**config.mk**
```make
export PLATFORM = sky130hd
export DESIGN_NAME = sar_search_4bit
export DESIGN_NICKNAME = d
export VERILOG_FILES = /design/src/rtl/sar_search_pkg.sv /design/src/rtl/sar_resp_decode.sv /design/src/rtl/sar_search_4bit.sv
export SDC_FILE = /design/constraint.sdc
export NUM_CORES = 1
export LEC_CHECK = 0
export CAP_MARGIN = 15
export CORE_AREA = 2 2 48 50
export CTS_CLUSTER_DIAMETER = 120
export DETAILED_ROUTE_END_ITERATION = 7
export DIE_AREA = 0 0 50 52
export DONT_BUFFER_PORTS = 1
export PLACE_DENSITY = 0.58
export SYNTH_ARGS = -nofsm -noshare
export SYNTH_HDL_FRONTEND = slang
export SYNTH_SLANG_ARGS = --single-unit
```
**constraint.sdc**
```tcl
create_clock -name clk -period 1.4 [get_ports clk]
set_input_delay 0.21 -clock clk [delete_from_list [all_inputs] [get_ports clk]]
set_output_delay 0.21 -clock clk [all_outputs]
set_load 0.005 [all_outputs]
```
**src/rtl/sar_search_pkg.sv**
```systemverilog
`default_nettype none
// ============================================================================
// Module : sar_search_pkg
// Desc   : Shared constants, state and response encodings for the SAR search.
// Rev    : 1.0 - initial release
// ============================================================================
package sar_search_pkg;

  localparam int WIDTH = 4;

  typedef enum logic [1:0] {
    IDLE  = 2'd0,
    PROBE = 2'd1,
    DONE  = 2'd2
  } state_t;

  typedef enum logic [1:0] {
    RSP_GT  = 2'd0,
    RSP_EQ  = 2'd1,
    RSP_LT  = 2'd2,
    RSP_BAD = 2'd3
  } rsp_t;

  localparam logic [WIDTH-1:0] MASK_INIT = 4'b1000;

endpackage
`default_nettype wire

```
**src/rtl/sar_resp_decode.sv**
```systemverilog
`default_nettype none
// ============================================================================
// Module : sar_resp_decode
// Desc   : Maps the comparator gt/eq/lt flags to a response code (eq > gt > lt).
//          SAR_ERRCHK_EN adds a one-hot check that reports RSP_BAD.
// Rev    : 1.0 - initial release
// ============================================================================
module sar_resp_decode
  import sar_search_pkg::*;
(
  input  logic cmp_gt,
  input  logic cmp_eq,
  input  logic cmp_lt,
  output rsp_t rsp
);

  logic [2:0] w_flags;
  assign w_flags = {cmp_gt, cmp_eq, cmp_lt};

`ifdef SAR_ERRCHK_EN
  logic w_onehot;
  assign w_onehot = (w_flags == 3'b100) || (w_flags == 3'b010) || (w_flags == 3'b001);
`endif

  always_comb begin
    // An all-zero response falls through to lt
    if (w_flags[1]) begin
      rsp = RSP_EQ;
    end else if (w_flags[2]) begin
      rsp = RSP_GT;
    end else begin
      rsp = RSP_LT;
    end
`ifdef SAR_ERRCHK_EN
    if (!w_onehot) begin
      rsp = RSP_BAD;
    end
`endif
  end

endmodule
`default_nettype wire

```
**src/rtl/sar_search_4bit.sv**
```systemverilog
`default_nettype none
// ============================================================================
// Module : sar_search_4bit
// Desc   : Successive-approximation search driving a comparator B operand.
//          Optional one-hot response checking: define SAR_ERRCHK_EN.
// Rev    : 1.0 - initial release
// ============================================================================
module sar_search_4bit #(
  parameter int WIDTH = 4
) (
  input  logic             clk,
  input  logic             rst_n,
  input  logic             start,
  input  logic             cmp_gt,
  input  logic             cmp_eq,
  input  logic             cmp_lt,
  output logic [WIDTH-1:0] guess,
  output logic             busy,
  output logic             done,
  output logic [WIDTH-1:0] result,
  output logic [2:0]       steps,
  output logic             err
);

  import sar_search_pkg::*;

  localparam logic [WIDTH-1:0] c_mask_last = WIDTH'(1);

  state_t           r_state, w_state_nxt;
  logic [WIDTH-1:0] r_guess, w_guess_nxt;
  logic [WIDTH-1:0] r_mask, w_mask_nxt;
  logic [WIDTH-1:0] r_result, w_result_nxt;
  logic [2:0]       r_steps, w_steps_nxt;
  logic [WIDTH-1:0] w_mask_sh;
  logic             w_fin;
  rsp_t             w_rsp;

  sar_resp_decode u_decode (
    .cmp_gt (cmp_gt),
    .cmp_eq (cmp_eq),
    .cmp_lt (cmp_lt),
    .rsp    (w_rsp)
  );

  assign w_mask_sh = r_mask >> 1;

  always_ff @(posedge clk or negedge rst_n) begin
    if (!rst_n) begin
      r_state  <= IDLE;
      r_guess  <= '0;
      r_mask   <= '0;
      r_result <= '0;
      r_steps  <= '0;
    end else begin
      r_state  <= w_state_nxt;
      r_guess  <= w_guess_nxt;
      r_mask   <= w_mask_nxt;
      r_result <= w_result_nxt;
      r_steps  <= w_steps_nxt;
    end
  end

  always_comb begin
    w_state_nxt  = r_state;
    w_guess_nxt  = r_guess;
    w_mask_nxt   = r_mask;
    w_result_nxt = r_result;
    w_steps_nxt  = r_steps;
    w_fin        = 1'b0;
    case (r_state)
      IDLE: begin
        if (start) begin
          w_state_nxt  = PROBE;
          w_mask_nxt   = MASK_INIT;
          w_guess_nxt  = MASK_INIT;
          w_result_nxt = '0;
          w_steps_nxt  = '0;
        end
      end
      PROBE: begin
        w_steps_nxt = r_steps + 3'd1;
        w_fin       = (r_mask == c_mask_last);
        case (w_rsp)
          RSP_EQ: begin
            w_result_nxt = r_guess;
            w_fin        = 1'b1;
          end
          RSP_GT:  w_result_nxt = r_guess;
          RSP_LT:  w_result_nxt = r_result;
          default: begin
            w_result_nxt = '0;
            w_fin        = 1'b1;
          end
        endcase
        if (w_fin) begin
          w_state_nxt = DONE;
          w_guess_nxt = '0;
          w_mask_nxt  = '0;
        end else begin
          w_mask_nxt  = w_mask_sh;
          w_guess_nxt = w_result_nxt | w_mask_sh;
        end
      end
      DONE: begin
        w_state_nxt = IDLE;
        w_guess_nxt = '0;
      end
      default: begin
        w_state_nxt = IDLE;
        w_guess_nxt = '0;
      end
    endcase
  end

`ifdef SAR_ERRCHK_EN
  logic r_err;
  always_ff @(posedge clk or negedge rst_n) begin
    if (!rst_n) begin
      r_err <= 1'b0;
    end else if ((r_state == IDLE) && start) begin
      r_err <= 1'b0;
    end else if ((r_state == PROBE) && (w_rsp == RSP_BAD)) begin
      r_err <= 1'b1;
    end
  end
  assign err = r_err;
`else
  assign err = 1'b0;
`endif

  assign guess  = r_guess;
  assign result = r_result;
  assign steps  = r_steps;
  assign busy   = (r_state == PROBE);
  assign done   = (r_state == DONE);

endmodule
`default_nettype wire

```
==> results of run 1 <==
==> cell families after synthesis <==
logic type,Yosys count
DFF,17
buffers and inverters,5
other,1
muxes,2
adders and majority gates,1
and+or+nand+nor,24
AOI/OAI and AO/OA,23
==> worst max-delay path, delay by kind of cell, from the launching register on <==
kind	cells	cell delay (ns)
AND/OR/NAND/NOR	1	0.09
buffers and inverters	2	0.25
flip-flops	1	0.46
==> registers in the layout (all words and copies together), names as in the netlist <==
signal / flops
steps: 3
r_state: 2
result: 4
guess: 4
r_mask: 4
==> layout make-up <==
cell class	instances	share of cell area
Multi-Input combinational cell	51	0.399
Inverter	2	0.00852
Clock buffer	4	0.0298
Timing Repair Buffer	4	0.0369
Sequential cell	17	0.486
Tap cell	28	0.0398
==> metal layers <==
metal | GRT usage | vias up | routed length (µm)
met4 | 0.0833 | 0 | 21
li1 | - | 279 | -
met1 | 0.186 | 286 | 775
met3 | 0.0287 | 2 | 65
met5 | 0 | - | 0
met2 | 0.243 | 11 | 800
==> worst min-delay path by stage <==
stage | from | to | slack (ns) | cells past startpoint
2_1_floorplan | rst_n | guess[0] | -0.09 | 0
3_3_place_gp | rst_n | guess[2] | -0.09 | 0
3_5_place_dp | rst_n | result[2] | -0.09 | 0
4_1_cts | start | r_state[0] | 0.03 | 2
5_1_grt | start | r_state[0] | 0.05 | 2
6_report | start | r_state[0] | 0.04 | 2
==> power by group through the flow <==
stage	Clock [µW]	Sequential (µW)	Combinational [µW]
2_1_floorplan	0	769	337
3_3_place_gp	0	811	425
3_5_place_dp	0	814	437
4_1_cts	269	803	452
5_1_grt	287	834	515
6_report	255	806	448
==> per-stage QoR <==
step                setup WS (ns)   util  total power [µW]  instance area, µm²  std cells
detailed placement          0.126  0.400              1250                 842        101
finish                      0.111  0.418              1510                 881        106
floorplan                   0.271      -              1110                 808         73
global route               0.0161  0.418              1640                 881        106
global placement            0.135  0.400              1240                 842        101
CTS                        0.0466  0.417              1520                 878        106
==> synth_stat cells <==
cell / n
a21oi_1: 1
a22o_1: 12
buf_2: 1
buf_4: 1
buf_6: 1
conb_1: 1
dfrtp_1: 17
ha_1: 1
inv_1: 2
mux2i_1: 2
nand2_1: 7
nand2b_1: 1
nand2b_2: 1
nor2_1: 5
nor2_2: 1
nor3_1: 4
nor3b_4: 1
nor4_1: 3
nor4b_1: 1
o21ai_0: 4
o21ba_2: 1
o21bai_2: 1
o2bb2ai_1: 1
o31ai_1: 3
==> timing repair <==
action	4_1_cts	5_1_grt
endpoints found under the hold margin	17	0
setup buffers	0	0
setup endpoints to repair	0	1
gates resized for setup	0	2
hold buffers	1	0
==> results.yml, run 1 <==
floorplan:
  start_util: 0.384
  dieHeight_um: 52
  pin_count: 20
  rows: 17
  floorplan.die.width_um: 50
  core_area_um2: 2110
  die_area_um2: 2600
timing:
  fmax_mhz: 776
  rsz0062_at_grt: "no"
  holdWs_ns: 0.0370
  hold_viol_final: 0
  setup_viol_count_final: 0
  worstMarginPinSlew_ns: 0.773
  slew_violations: 0
  clock_skew_ns: 0.00156
  fin_crit_ns: 1.29
  post-route-period-util: 0.920
  timing.setup.tns_ns: 0
  slew_headroom: 0.483
setup_path:
  r2r_cells: 3
  crit_type: "reg2out"
  r2r_start: "r_mask[1]"
  cp_slowest_cell: "dfrtp_2"
  crit_path_end_kind: "primary output"
  worstPathCellList: "buf_4, nand2_1, inv_1"
  cp.required_ns: 1.19
  crit_arrival_ns: 1.08
  critical_path.endpoint: "busy"
  crit_path_max_incr_delay_ns: 0.46
  r2r_end: "guess[3]"
  crit_path_start: "r_state[0]"
  cp-start-kind: "flip-flop"
  rrSetupSlack_ns: 0.12
  critPathMaxFanout: 6
global_route:
  overflow: 0
  grt_max_degree: 18
  grt_pass1_wl_mm: 2.88
  grt_pass1_vias: 618
  groute.usage.overall: 0.150
  antenna_found_initial: 0
place:
  dp_hpwl_mm: 1.18
  gp_congestion: 0.703
  io_buffers: 0
drt:
  viasPerCell: 5.45
  vias: 578
  postRouteAntennaNets: 0
  drt_first_pass_iters: 4
  route.detailed.drc: 0
  wl_per_cell_um: 15.7
  dr.first_iter.drc_count: 5
  wl_mm: 1.66
power_and_ir_drop:
  pwr-share-clk: 0.169
  pwr-share-comb: 0.297
  seq_power_share: 0.534
  p_sw_frac: 0.357
  p_leak_uw: 0.000390
  powerDensity_nw_per_um2: 1710
  internal-power_uw: 971
  switchingPower_uw: 538
  peakVddDrop_uv: 774
flow_run:
  maxCapViolCount: 0
cells_and_area:
  nets: 86
  antenna_cells: 0
  fillers: 210
  area_growth_pct: 8.98
  final_cell_mix: "dfrtp_1 (15), a22o_1 (12), nand2_1 (7), nor2_1 (5)"
  multi_input_area_um2: 352
  final_common_cell: "dfrtp_1"
  drive_above_1_share: 0.167
  regArea_um2: 428
run_status:
  status: "completed"
clock_network:
  clock_sinks: 17
  cts_tree: "built"
  insertion_delay_ns: 0.28
  clkSlewWorstSetupHoldPaths_ns: 0.09
  clockBufferDepth: 2
  cts_buffers: 3
  htreeDepth: 1
  cts_root_buffer: "clkbuf_4"
yosys:
  synth_xor_area_frac: 0
  synth.avg_cell_area_um2: 11.1
  ys_seq_area_frac: 0.526
  synth.area.mux_share: 0.0248
  synth_area_leaders: "dfrtp_1 (53%), a22o_1 (13%), nand2_1 (3.3%), o31ai_1 (2.8%), mux2i_1 (2.5%)"
  syn_area_um2: 808
  synth-simple-area-share: 0.164
  syn_inst: 73
  synth_top_family_by_area: "compound AO/OA/AOI/OAI gates"
  synth_nets: 80
  synth_top_area_frac: 0.526
  yosys_warnings: 0
  synth_area_leader_cell: "dfrtp_1"
  ys_ff_latch: 17
  synth_fa_ha_area_frac: 0.0155
  synth_compound_area_frac: 0.226
  ys_types: 24
hold_path:
  hold_class: "in2reg"
Note: power is estimated with default switching activity, not from simulation.
==> run 2: changes to the inputs <==
Settings changed: CTS_BUF_LIST set to sky130_fd_sc_hd__clkbuf_16.
==> results.yml, run 2 (same netlist as run 1, synthesis figures left out) <==
clock_network:
  clockBufferDepth: 2
  clock_sinks: 17
  clkSlewWorstSetupHoldPaths_ns: 0.05
  insertion_delay_ns: 0.25
  cts_tree: "built"
  post_cts_resized: 0
  htreeDepth: 1
  cts_root_buffer: "clkbuf_16"
  cts_buffers: 3
global_route:
  antenna_found_initial: 0
  grt_busiest_layer: "met2"
  grt_pass1_wl_mm: 2.94
  grt_pass1_vias: 619
  grt_max_degree: 18
  overflow: 0
  groute.usage.overall: 0.158
  use_met1: 0.188
  met3_usage: 0.0374
  met2_usage: 0.246
timing:
  timing.setup.tns_ns: 0
  fmax_mhz: 768
  clock_skew_ns: 0.00433
  slew_violations: 0
  slew_headroom: 0.497
  worstMarginPinSlew_ns: 0.752
  fin_crit_ns: 1.30
  hold_viol_final: 0
  setup_viol_count_final: 0
  post-route-period-util: 0.931
  rsz0062_at_grt: "no"
  layout_setup_ws_ns: 0.0973
place:
  gp_congestion: 0.703
  io_buffers: 0
  dp_hpwl_mm: 1.18
  post-place-ws_ns: 0.126
power_and_ir_drop:
  peakVddDrop_uv: 983
  seq_power_share: 0.442
  p_sw_frac: 0.320
  powerDensity_nw_per_um2: 1960
  internal-power_uw: 1240
  pwr-share-clk: 0.312
  pwr-share-comb: 0.246
  p_leak_uw: 0.000420
  switchingPower_uw: 583
drt:
  wl_mm: 1.71
  viasPerCell: 5.44
  wl_per_cell_um: 16.1
  postRouteAntennaNets: 0
  drt_first_pass_iters: 3
  route.detailed.drc: 0
  vias: 577
  dr.first_iter.drc_count: 6
setup_path:
  r2r_cells: 3
  cp-start-kind: "flip-flop"
  crit_arrival_ns: 1.09
  rrSetupSlack_ns: 0.12
  r2r_start: "r_mask[1]"
  worstPathCellList: "inv_1, nand2_1, inv_1"
  crit_buf_inv: 2
  crit_type: "reg2out"
  cp.depth: 3
  cp_slowest_cell: "dfrtp_1"
  crit_path_max_incr_delay_ns: 0.50
  crit_path_end_kind: "primary output"
  critPathMaxFanout: 8
  cp.required_ns: 1.19
  crit_top_cell: "inv_1"
  r2r_end: "guess[3]"
  crit_family: "flip-flops"
cells_and_area:
  final_common_cell: "dfrtp_1"
  drive_above_1_share: 0.141
  nets: 86
  final_cell_mix: "dfrtp_1 (17), a22o_1 (12), nand2_1 (7), nor2_1 (5)"
  antenna_cells: 0
  fillers: 203
  multi_input_area_um2: 352
  area_growth_pct: 15.2
  regArea_um2: 425
floorplan:
  core_area_um2: 2110
  die_area_um2: 2600
  floorplan.die.width_um: 50
  pin_count: 20
  dieHeight_um: 52
  rows: 17
  start_util: 0.384
hold_path:
  hold_depth: 2
  worstHoldStart: "start"
  hold_class: "in2reg"
  whs_endpoint: "r_state[0]"
flow_run:
  maxCapViolCount: 0
run_status:
  status: "completed"
## run 2: cell types whose count changed in the layout (fill, tap and decap cells not counted)
| cell | previous run | this run |
|---|---|---|
| clkbuf_16 | 0 | 3 |
| clkbuf_4 | 3 | 0 |
| dfrtp_1 | 15 | 17 |
| dfrtp_2 | 2 | 0 |
| clkbuf_1 | 1 | 0 |
| inv_1 | 2 | 3 |
## run 2: area by class of cell
class                   instances  area share
well taps                      28      0.0376
flip-flops and latches         17       0.457
clock buffers                   3      0.0806
multi-input cells              51       0.378
repair buffers                  4      0.0349
clock inverters                 1     0.00403
inverters                       2     0.00806
## run 2: worst max path at each step
stage / startpoint / endpoint / slack (ns)
final: r_state[1] / busy / 0.1
after detailed placement: r_mask[1] / guess[3] / 0.13
after global placement: r_state[1] / guess[2] / 0.14
after floorplan: r_mask[1] / guess[3] / 0.27
after global routing: r_mask[1] / guess[3] / 0.03
after CTS: r_state[1] / busy / 0.09
## run 2: metal layers
metal / up-vias / part of all wire
li1: 279 / -
met1: 283 / 0.46
met2: 10 / 0.47
met3: 5 / 0.033
met4: 0 / 0.034
met5: - / 0
## run 2: stage by stage
stage | instance area, µm² | hold slack (ns) | power [µW] | utilization | std cells
6_report | 931 | 0.0805 | 1820 | 0.442 | 106
5_1_grt | 931 | 0.109 | 1950 | 0.442 | 106
4_1_cts | 931 | 0.0771 | 1830 | 0.442 | 106
3_5_place_dp | 842 | -0.0852 | 1250 | 0.400 | 101
3_3_place_gp | 842 | -0.0852 | 1240 | 0.400 | 101
2_1_floorplan | 808 | -0.0856 | 1110 | - | 73
## run 2: repair_timing
action / CTS / global route
endpoints found under the hold margin: 17 / 0
buffers inserted: 0 / 0
hold buffers: 1 / 0
## run 2: worst register-to-register path, delay by kind of cell (launching register included)
family | cells | cell delay, ns
flip-flops | 1 | 0.43
AO/OA/AOI/OAI | 1 | 0.10
AND/OR/NAND/NOR | 2 | 0.63
## run 2: power by group through the flow
stage / Sequential (µW) / Clock, µW / Combinational [µW]
after floorplan: 769 / 0 / 337
after global placement: 811 / 0 / 425
after detailed placement: 814 / 0 / 437
after CTS: 805 / 574 / 454
after global routing: 833 / 596 / 516
final: 804 / 568 / 449
